[src/rtl/hazard_pipe_regs_pkg.sv]
// Shared definitions for the pipeline hazard blocks: widths, NOP encoding, Tnew codes.
package hazard_pipe_regs_pkg;

  localparam int unsigned DATA_W = 32;
  localparam int unsigned REG_AW = 5;
  localparam int unsigned TNEW_W = 2;

  // An all-zero instruction word decodes as a nop.
  localparam logic [DATA_W-1:0] NOP_INSTR = '0;

  // Cycles after E-entry until the result can be forwarded.
  typedef enum logic [TNEW_W-1:0] {
    T_NONE = 2'd0,
    T_ALU  = 2'd1,
    T_LOAD = 2'd2
  } tnew_e;

endpackage

[src/rtl/tnew_stage_reg.sv]
// One stage of hazard metadata (WA, RegWr, Tnew) with optional bubble clear and
// optional saturating Tnew decrement.
module tnew_stage_reg
  import hazard_pipe_regs_pkg::*;
#(
  parameter int unsigned AW        = REG_AW,
  parameter int unsigned TW        = TNEW_W,
  parameter bit          Decrement = 1'b1
) (
  input  logic          clk_i,
  input  logic          rst_ni,
  input  logic          clear_i,
  input  logic [AW-1:0] wa_i,
  input  logic          regwr_i,
  input  logic [TW-1:0] tnew_i,
  output logic [AW-1:0] wa_o,
  output logic          regwr_o,
  output logic [TW-1:0] tnew_o
);

  logic [AW-1:0] wa_d, wa_q;
  logic          regwr_d, regwr_q;
  logic [TW-1:0] tnew_d, tnew_q;

  // Next state: bubble on clear, otherwise pass through with optional ageing.
  always_comb begin
    wa_d    = wa_i;
    regwr_d = regwr_i;
    tnew_d  = tnew_i;
    if (clear_i) begin
      wa_d    = '0;
      regwr_d = 1'b0;
      tnew_d  = '0;
    end else if (Decrement && (tnew_i != '0)) begin
      tnew_d = tnew_i - TW'(1);
    end
  end

  // Stage register.
  always_ff @(posedge clk_i or negedge rst_ni) begin
    if (!rst_ni) begin
      wa_q    <= '0;
      regwr_q <= 1'b0;
      tnew_q  <= '0;
    end else begin
      wa_q    <= wa_d;
      regwr_q <= regwr_d;
      tnew_q  <= tnew_d;
    end
  end

  assign wa_o    = wa_q;
  assign regwr_o = regwr_q;
  assign tnew_o  = tnew_q;

endmodule

[src/rtl/hazard_pipe_regs.sv]
// D->E, E->M and M->W pipeline registers with stall bubble injection, hazard
// metadata tracking and a saturating stall-cycle counter.
module hazard_pipe_regs
  import hazard_pipe_regs_pkg::*;
#(
  parameter int unsigned DW    = DATA_W,
  parameter int unsigned AW    = REG_AW,
  parameter int unsigned TW    = TNEW_W,
  parameter int unsigned CNT_W = 32
) (
  input  logic             clk,
  input  logic             reset,
  input  logic             stop,
  input  logic [DW-1:0]    instr_D,
  input  logic [DW-1:0]    pc_D,
  input  logic [DW-1:0]    rd1_D,
  input  logic [DW-1:0]    rd2_D,
  input  logic [DW-1:0]    ext_D,
  input  logic [AW-1:0]    WA_D,
  input  logic             RegWr_D,
  input  logic [TW-1:0]    Tnew_D,
  output logic             en_pc,
  output logic             en_fd,
  output logic [DW-1:0]    instr_E,
  output logic [DW-1:0]    pc_E,
  output logic [DW-1:0]    rd1_E,
  output logic [DW-1:0]    rd2_E,
  output logic [DW-1:0]    ext_E,
  output logic [AW-1:0]    WA_E,
  output logic             RegWr_E,
  output logic [TW-1:0]    Tnew_E,
  output logic [DW-1:0]    instr_M,
  output logic [DW-1:0]    pc_M,
  output logic [AW-1:0]    WA_M,
  output logic             RegWr_M,
  output logic [TW-1:0]    Tnew_M,
  output logic [AW-1:0]    WA_W,
  output logic             RegWr_W,
  output logic [TW-1:0]    Tnew_W,
  output logic [CNT_W-1:0] stall_cnt
);

  logic [DW-1:0]    instr_e_d, instr_e_q, pc_e_d, pc_e_q;
  logic [DW-1:0]    rd1_e_d, rd1_e_q, rd2_e_d, rd2_e_q, ext_e_d, ext_e_q;
  logic [DW-1:0]    instr_m_q, pc_m_q;
  logic [CNT_W-1:0] stall_cnt_d, stall_cnt_q;
  logic             regwr_d_ok;
  logic [AW-1:0]    wa_d_ok;

  // Freeze PC and IF/ID on stall; held open while reset is asserted.
  assign en_pc = ~(stop & reset);
  assign en_fd = ~(stop & reset);

  // Writes to $0 are dropped here so downstream hazard logic never sees them.
  always_comb begin
    regwr_d_ok = RegWr_D & (WA_D != '0);
    wa_d_ok    = regwr_d_ok ? WA_D : '0;
  end

  // D->E datapath next state: bubble on stall, else capture D.
  always_comb begin
    instr_e_d = instr_D;
    pc_e_d    = pc_D;
    rd1_e_d   = rd1_D;
    rd2_e_d   = rd2_D;
    ext_e_d   = ext_D;
    if (stop) begin
      instr_e_d = DW'(NOP_INSTR);
      pc_e_d    = '0;
      rd1_e_d   = '0;
      rd2_e_d   = '0;
      ext_e_d   = '0;
    end
  end

  // Stall counter next state, saturating at all-ones.
  always_comb begin
    stall_cnt_d = stall_cnt_q;
    if (stop && (stall_cnt_q != {CNT_W{1'b1}})) begin
      stall_cnt_d = stall_cnt_q + CNT_W'(1);
    end
  end

  // Datapath registers and stall counter; E->M always advances.
  always_ff @(posedge clk or negedge reset) begin
    if (!reset) begin
      instr_e_q   <= '0;
      pc_e_q      <= '0;
      rd1_e_q     <= '0;
      rd2_e_q     <= '0;
      ext_e_q     <= '0;
      instr_m_q   <= '0;
      pc_m_q      <= '0;
      stall_cnt_q <= '0;
    end else begin
      instr_e_q   <= instr_e_d;
      pc_e_q      <= pc_e_d;
      rd1_e_q     <= rd1_e_d;
      rd2_e_q     <= rd2_e_d;
      ext_e_q     <= ext_e_d;
      instr_m_q   <= instr_e_q;
      pc_m_q      <= pc_e_q;
      stall_cnt_q <= stall_cnt_d;
    end
  end

  assign instr_E   = instr_e_q;
  assign pc_E      = pc_e_q;
  assign rd1_E     = rd1_e_q;
  assign rd2_E     = rd2_e_q;
  assign ext_E     = ext_e_q;
  assign instr_M   = instr_m_q;
  assign pc_M      = pc_m_q;
  assign stall_cnt = stall_cnt_q;

  tnew_stage_reg #(.AW(AW), .TW(TW), .Decrement(1'b0)) u_meta_e (
    .clk_i   (clk),
    .rst_ni  (reset),
    .clear_i (stop),
    .wa_i    (wa_d_ok),
    .regwr_i (regwr_d_ok),
    .tnew_i  (Tnew_D),
    .wa_o    (WA_E),
    .regwr_o (RegWr_E),
    .tnew_o  (Tnew_E)
  );

  tnew_stage_reg #(.AW(AW), .TW(TW), .Decrement(1'b1)) u_meta_m (
    .clk_i   (clk),
    .rst_ni  (reset),
    .clear_i (1'b0),
    .wa_i    (WA_E),
    .regwr_i (RegWr_E),
    .tnew_i  (Tnew_E),
    .wa_o    (WA_M),
    .regwr_o (RegWr_M),
    .tnew_o  (Tnew_M)
  );

  tnew_stage_reg #(.AW(AW), .TW(TW), .Decrement(1'b1)) u_meta_w (
    .clk_i   (clk),
    .rst_ni  (reset),
    .clear_i (1'b0),
    .wa_i    (WA_M),
    .regwr_i (RegWr_M),
    .tnew_i  (Tnew_M),
    .wa_o    (WA_W),
    .regwr_o (RegWr_W),
    .tnew_o  (Tnew_W)
  );

endmodule
[config.mk]
export PLATFORM = sky130hd
export DESIGN_NAME = hazard_pipe_regs
export DESIGN_NICKNAME = d
export VERILOG_FILES = /design/src/rtl/hazard_pipe_regs_pkg.sv /design/src/rtl/tnew_stage_reg.sv /design/src/rtl/hazard_pipe_regs.sv
export SDC_FILE = /design/constraint.sdc
export NUM_CORES = 1
export LEC_CHECK = 0
export ABC_AREA = 1
export BUFFER_PORTS_ARGS = -buffer_cell sky130_fd_sc_hd__buf_2
export CAP_MARGIN = 40
export CORE_AREA = 2 2 177 179
export CTS_CLUSTER_DIAMETER = 30
export DETAILED_ROUTE_END_ITERATION = 10
export DIE_AREA = 0 0 179 181
export PLACE_DENSITY_LB_ADDON = 0.3
export SLEW_MARGIN = 25
export SYNTH_ARGS = -nofsm -noshare
export SYNTH_HDL_FRONTEND = slang
export SYNTH_HIERARCHICAL = 1
export SYNTH_SLANG_ARGS = --single-unit
[constraint.sdc]
create_clock -name clk -period 1.8 [get_ports clk]
set_input_delay 0.09 -clock clk [delete_from_list [all_inputs] [get_ports clk]]
set_output_delay 0.09 -clock clk [all_outputs]
set_load 0.005 [all_outputs]
[Word-level counts from Yosys, hierarchy flattened]
Index checks and enable logic that the tools add are counted.
Cells by class
  reduce and logical (&&, ||, !) cells: 4
  add/sub/neg operators: 3
  bitwise gates (word level): 3
  multiplexer cells: 11
  equality and inequality tests: 1
Operators with widths (number)
  two-way mux 32 bit: 5
  adder 32 x 1 -> 32 bit, second input constant: 1
  != test 32 bit, second input constant: 1
  two-way mux 5 bit: 2
  two-way mux 2 bit: 3
  nonzero test 5 bit: 1
  nonzero test 2 bit: 2
  subtractor 2 x 1 -> 2 bit, second input constant: 2
  AND 1 bit: 2
  logical AND 1 bit: 1
  two-way mux 1 bit: 1
  inverter 1 bit: 1
Word-level totals
  output and inout port bits: 282
  bits of input ports: 171
  register bits after elaboration: 280
  logic and storage cells: 39

[Longest topological paths before layout]
Gate-level depths: netlist of the first run.
  word-level depth: 4
  gate-level depth with buffers: 11
  gate-level depth less buffers: 10

[Modules after synthesis]
Netlist of the first run, hierarchy kept.
Modules (own cells, without submodules)
  hazard_pipe_regs: area an instance 9112.5 µm², seq. area each 6406.1 µm², cells each 917, instances 1
  tnew_stage_reg at u_meta_m ...: area an instance 280.3 µm², seq. area each 200.2 µm², cells each 26, instances 2
  tnew_stage_reg at u_meta_e: area an instance 271.5 µm², seq. area each 200.2 µm², cells each 25, instances 1

[Worst setup path after synthesis of the first run]
OpenSTA, ideal clock, no wires.
  path type: flip-flop to flip-flop
  from: reg stall_cnt_q[0] (netlist: stall_cnt[0])
  to: reg stall_cnt_q[29] (netlist: stall_cnt[29])
  period minus slack after synthesis: 1654 ps
  buffers on the path: 1
  setup time: 116 ps
  cell stages (with the launch flop): 12
  arrival time: 1538 ps
  data required time: 1684 ps
  slack: 146 ps
  path through: dfrtp_1 -> ha_1 -> inv_2 -> nor2_8 -> nand2_4 -> nor2_8 -> nand2_4 -> nand2_8 -> inv_4 -> buf_6 -> nand2_1 -> nand2_1
On the way
  cells in the longest elaborated chain, start to end: 2
  elaborated cells on any way between the ends: 3
  classes of those cells: add/sub (1); eq/ne (1); reduce/logical (1)
RTL lines
  start, declared: RTL line hazard_pipe_regs.sv:46  | logic [CNT_W-1:0] stall_cnt_d, stall_cnt_q;
  start signal, assigned: RTL line hazard_pipe_regs.sv:103  | stall_cnt_q <= stall_cnt_d;
  branches (longest 2 deep; another with adder 32 x 1 -> 32 bit)
Several ways; the timed one is not identified.
A chain may end at the register's enable or synchronous reset.

[Final worst setup path of the first run]
  from: reg stall_cnt_q[0] (netlist: stall_cnt[0])
  to: reg stall_cnt_q[31] (netlist: stall_cnt[31])
The elaborated chain is that of the path after synthesis.

==> results of run 1 <==
-- how the worst max path moves through the flow --
stage / startpoint / slack [ns] / endpoint / depth (start not counted)
after global routing: stall_cnt[2] / 0.01 / stall_cnt[17] / 7
after floorplan: stall_cnt[0] / 0.15 / stall_cnt[29] / 11
final: stall_cnt[0] / 0.13 / stall_cnt[31] / 10
after global placement: stall_cnt[0] / 0.16 / stall_cnt[28] / 10
after CTS: stall_cnt[9] / 0.07 / stall_cnt[31] / 9
after detailed placement: stall_cnt[9] / 0.08 / stall_cnt[19] / 9
-- cell usage after synthesis --
cell,count,share of area (%)
o21ai_0,4,0.20
nand2_8,1,0.20
nand2_2,3,0.19
nand2_1,173,6.5
conb_1,1,0.038
dfrtp_1,280,70
nand2_4,2,0.23
buf_4,3,0.23
nor2_1,236,8.9
buf_2,1,0.050
xnor2_1,6,0.53
inv_1,210,7.9
nand4_1,7,0.44
inv_2,3,0.11
xor2_1,5,0.44
clkbuf_1,19,0.72
nor2_8,2,0.40
ha_1,1,0.13
buf_6,4,0.45
nor2_2,4,0.25
inv_4,1,0.063
nor3_1,4,0.20
nand3b_1,4,0.30
o21ai_1,1,0.050
nand3_1,19,0.96
-- per-layer routing --
layer,vias to the layer above,global-route usage [%]
met2,326,36.28
met3,75,4.188
met5,-,0
met4,0,6.829
met1,4206,20.19
li1,4242,-
-- worst max-delay path: stages (launching register included) --
cell	delay, ns
dfrtp_1	0.35
ha_2	0.22
inv_2	0.07
nor2_8	0.17
nand2_4	0.08
nor2_8	0.15
nand2_4	0.09
nand2_8	0.15
buf_4	0.18
nand2_1	0.06
nand2_1	0.08
-- sequential cells by signal, summed over array words and instances, names as in the netlist --
name              flops
u_meta_m/tnew_o       2
instr_M              32
pc_M                 32
u_meta_w/wa_o         5
u_meta_w/tnew_o       2
instr_E              32
u_meta_e/wa_o         5
u_meta_e/tnew_o       2
rd1_E                32
ext_E                32
stall_cnt            32
u_meta_e/regwr_o      1
u_meta_m/wa_o         5
u_meta_m/regwr_o      1
u_meta_w/regwr_o      1
rd2_E                32
pc_E                 32
-- stage by stage --
step | std cells | worst slack, ns | util, % | total power [mW] | cell area (um2)
floorplan | 995 | 0.1460 | - | 7.295 | 9948
global placement | 1842 | 0.1640 | 42.29 | 8.095 | 12840
detailed placement | 1842 | 0.08340 | 42.29 | 8.123 | 12840
CTS | 2126 | 0.06678 | 54.81 | 19.34 | 16630
global route | 2126 | 0.01160 | 54.88 | 19.90 | 16650
finish | 2126 | 0.1291 | 54.88 | 19.14 | 16650
-- cell families after synthesis --
family          after synthesis  synth area share (%)
xor+xnor                     11                0.9688
compound gates                5                0.2516
flops                       280                 70.46
simple gates                455                 18.61
fa+ha+maj                     1                0.1258
other cells                   1               0.03771
buf+inv                     241                 9.550
-- repair_timing --
item / in CTS / in global routing
endpoints found under the setup margin: 0 / 20
hold buffers: 173 / 0
hold endpoints to repair: 448 / 0
setup buffers: 0 / 0
gates resized for setup: 0 / 8
-- layout make-up --
type / instances / area [um2]
Clock buffer: 70 / 1618
Sequential cell: 280 / 7007
Fill cell: 2575 / 13690
Tap cell: 396 / 495.5
Clock inverter: 41 / 449.2
Timing Repair Buffer: 651 / 4268
Inverter: 214 / 808.3
Multi-Input combinational cell: 474 / 2009
-- report_power, final --
part	switching, mW	total, mW	internal [mW]
Clock	3.62	10.8	7.18
Sequential	0.166	6.79	6.63
Combinational	0.771	1.54	0.774
==> reports/metrics.yaml, run 1 <==
pwr:
  irDropWorstVdd_mv: 0.7198
  power_density_mw_per_mm2: 1149
  leakagePower_nw: 9.476
die:
  dieArea_mm2: 0.03240
  io_pins: 453
  die_height_um: 181
  start_util_pct: 32.77
  core.rowCount: 64
  die_w_um: 179
  core_mm2: 0.03035
placement:
  dp_hpwl_mm: 20.93
  routabilityCongestion: 0.8636
  portBuffers: 452
global_routing:
  gr-total-overflow: 0
  grt_pass1_vias: 9365
  antenna_found_initial: 0
  grt_first_pass_wirelength_mm: 48.49
  grt_max_degree: 107
  track_usage_pct: 19.04
sta:
  period_minus_slack_ns: 1.671
  drv_slew: 0
  whs_ns: 0.02552
  finalCritPeriodShare_pct: 92.83
  max_freq_mhz: 598.5
  rsz0062_at_grt: "false"
  setup-tns-final_ns: 0
  tightest_slew_ns: 0.5021
  finalSetupViolCount: 0
  hold_viol: 0
  finalClockSkew_ns: 0.01644
  maxSlewHeadroom_pct: 66.53
drt:
  drt_first_pass_iters: 5
  drt-met1-wl_mm: 11.51
  wl_met2_mm: 17.04
  vias: 8849
  wl_per_cell_um: 14.80
  vias_per_cell: 4.162
  postRouteAntennaNets: 0
  dr_wl_met3_mm: 2.010
  initialDrtViolationCount: 399
  drt-total-wl_mm: 31.47
  drc: 0
  dr.max_layer_used: "met4"
yosys:
  ys_warn_count: 6
  synthCells: 994
  synth_cell_types: 25
  synth_area_mm2: 0.009945
  yosysSeqAreaShare_pct: 70.46
  syn_avg_cell_area_um2: 10.00
  synth-seq-cells: 280
setup_path:
  ff2ff_setup_slack_ns: 0.13
  crit_fanout: 19
  arrival_ns: 2.17
  timing.rr.start: "stall_cnt[0]"
  worstReg2RegEnd: "stall_cnt[31]"
  critPathKind: "flip-flop to flip-flop"
  required_ns: 2.29
  worst-r2r-cell-count: 10
  cp-end-kind: "flip-flop"
  cp-start-kind: "flip-flop"
clock_tree:
  cts_tree: "yes"
  numCtsBuffers: 59
  clk_latency_ns: 0.56
  numClockSinks: 280
  ctsHtreeMaxLevel: 2
  max-clock-path-buffers: 3
  cts_root_buffer: "clkbuf_16"
  path_clk_slew_ns: 0.05
min_path:
  hp-class: "input port to async pin"
layout:
  final_common_cell: "buf_2"
  antenna_cells: 0
  mostFrequentLayoutCells: "buf_2 (450), dfrtp_1 (280), nor2_1 (231)"
  layout.nets: 1852
  drive_gt1_share_pct: 35.32
  layout-area-overhead-vs-synth_pct: 67.48
flow_run:
  max_cap_viol_count: 0
status:
  status: "finished, final reports clean"
(Power assumes the default switching activity.)
==> run 2, diff against run 1 <==
CELL_PAD_IN_SITES_DETAIL_PLACEMENT = 1   (was not set)
CELL_PAD_IN_SITES_GLOBAL_PLACEMENT = 1   (was not set)
CORE_AREA = 2 2 175 177   (was 2 2 177 179)
DIE_AREA = 0 0 177 179   (was 0 0 179 181)
==> run 2 against run 1 <==
Effect of this change: setup slack lost 0.076 ns; clock skew grew 0.0054 ns; sequential power grew 0.7%; combinational power grew 8%; flip-flop and latch count is the same; cell area grew 1.4%; via count grew 7.7%; power grew 8.2%; wire length grew 37%; die area shrank 2.2%; sequential share of layout area shrank 0.58 points; first-iteration DRC count grew 15%; critical path type is now input port to output pin; largest cell class unchanged; highest routed layer unchanged.
==> reports/metrics.yaml, run 2 (synthesis gave the netlist of run 1 again) <==
status:
  status: "finished, final reports clean"
die:
  die_height_um: 179
  dieArea_mm2: 0.03168
  io_pins: 453
  core_mm2: 0.03003
  core.rowCount: 64
  start_util_pct: 33.12
  die_w_um: 177
sta:
  period_minus_slack_ns: 1.747
  setup-tns-final_ns: 0
  drv_slew: 0
  finalClockSkew_ns: 0.02179
  hold_viol: 0
  finalSetupViolCount: 0
  maxSlewHeadroom_pct: 53.55
  max_freq_mhz: 572.4
  rsz0062_at_grt: "false"
  tightest_slew_ns: 0.6944
  finalCritPeriodShare_pct: 97.06
setup_path:
  critPathKind: "input port to output pin"
  required_ns: 1.71
  arrival_ns: 1.66
  worstReg2RegEnd: "stall_cnt[17]"
  slowest_stage: "dlygate4sd3_1"
  worst-r2r-cell-count: 8
  crit_chain: "dlygate4sd3_1 -> buf_6 -> buf_12 -> nand2_1 -> buf_2"
  cpLargestDelayFamily: "buffers and inverters"
  cp-end-kind: "output pin"
  cp_slowest_stage_delay_ns: 0.55
  timing.rr.start: "stall_cnt[0]"
  crit_fanout: 95
  crit_path_start: "stop"
  cp_num_cells: 5
  cp-start-kind: "input port"
  worst-path-buf-inv: 4
  ff2ff_setup_slack_ns: 0.14
drt:
  vias_per_cell: 4.459
  vias: 9529
  wl_per_cell_um: 20.15
  drt-total-wl_mm: 43.06
  initialDrtViolationCount: 460
  drc: 0
  drt_first_pass_iters: 4
  postRouteAntennaNets: 0
layout:
  seq_area_mm2: 0.007009
  layout-area-overhead-vs-synth_pct: 69.87
  drive_gt1_share_pct: 35.09
  final_common_cell: "buf_2"
  layout.nets: 1861
  fin_area_mm2: 0.01689
  fill_cells: 3428
  antenna_cells: 0
  mostFrequentLayoutCells: "buf_2 (450), dfrtp_1 (278), nor2_1 (233)"
  multi_input_area_mm2: 0.002014
flow_run:
  max_cap_viol_count: 0
global_routing:
  grt_first_pass_wirelength_mm: 64.51
  track_usage_pct: 27.14
  antenna_found_initial: 0
  grt_pass1_vias: 11130
  gr-total-overflow: 0
  grt_max_degree: 107
clock_tree:
  path_clk_slew_ns: 0.04
  clk_latency_ns: 0.53
  cts_tree: "yes"
  max-clock-path-buffers: 3
  cts_root_buffer: "clkbuf_16"
  numCtsBuffers: 67
  cts_setup_buffers: 0
  numClockSinks: 280
  ctsHtreeMaxLevel: 3
placement:
  dp_hpwl_mm: 24.27
  routabilityCongestion: 0.8427
  portBuffers: 452
  place_area_mm2: 0.01284
pwr:
  power_density_mw_per_mm2: 1226
  irDropWorstVdd_mv: 0.7913
  leakagePower_nw: 9.615
min_path:
  hp-class: "input port to async pin"
run 2: timing repair:
action,in CTS,in global routing
hold buffers,175,0
hold endpoints to repair,448,0
setup endpoints to repair,0,16
gates resized for setup,0,9
run 2: per-layer routing:
metal  up-vias  GRT usage, %  wire (um)
met4         0         12.74       2117
li1       4257             -          -
met5         -             0          0
met2       413         50.79      23400
met1      4728         27.85      14870
met3       131         7.570       2678
run 2: metrics by stage:
stage	instances	utilization, %	hold slack, ns	total power [mW]	setup WS [ns]
4_1_cts	2137	56.17	0.1433	20.59	0.06174
3_3_place_gp	1841	42.76	-0.06537	8.109	0.1854
2_1_floorplan	995	-	-0.2056	7.295	0.1460
3_5_place_dp	1841	42.76	-0.06328	8.165	0.09338
5_1_grt	2137	56.25	0.1718	21.43	0.001966
6_report	2137	56.25	0.1564	20.71	0.05290
run 2: layout make-up:
cell class                 instances  share of cell area (%)
clock buffer                      92                   11.31
multi-input combinational        474                   11.92
tap                              396                   2.933
timing repair buffer             652                   25.41
clock inverter                    29                   2.155
inverter                         214                   4.770
sequential                       280                   41.49
run 2: worst max path at each step:
stage / to / slack, ns
after detailed placement: stall_cnt[2] / 0.09
after floorplan: stall_cnt[29] / 0.15
final: en_pc / 0.05
after CTS: en_pc / 0.06
after global routing: en_pc / 0.002
after global placement: stall_cnt[31] / 0.19
run 2: tightest hold or removal path, cell delays in order:
cell           delay (ns)
dlygate4sd3_1        0.56
buf_8                0.16
buf_12               0.24
run 2: power by group:
| group | switching (mW) | leakage, nW | internal, mW |
|---|---|---|---|
| sequential | 0.202 | 3.65 | 6.64 |
| clock | 3.92 | 1.11 | 8.28 |
| combinational | 0.885 | 4.85 | 0.790 |
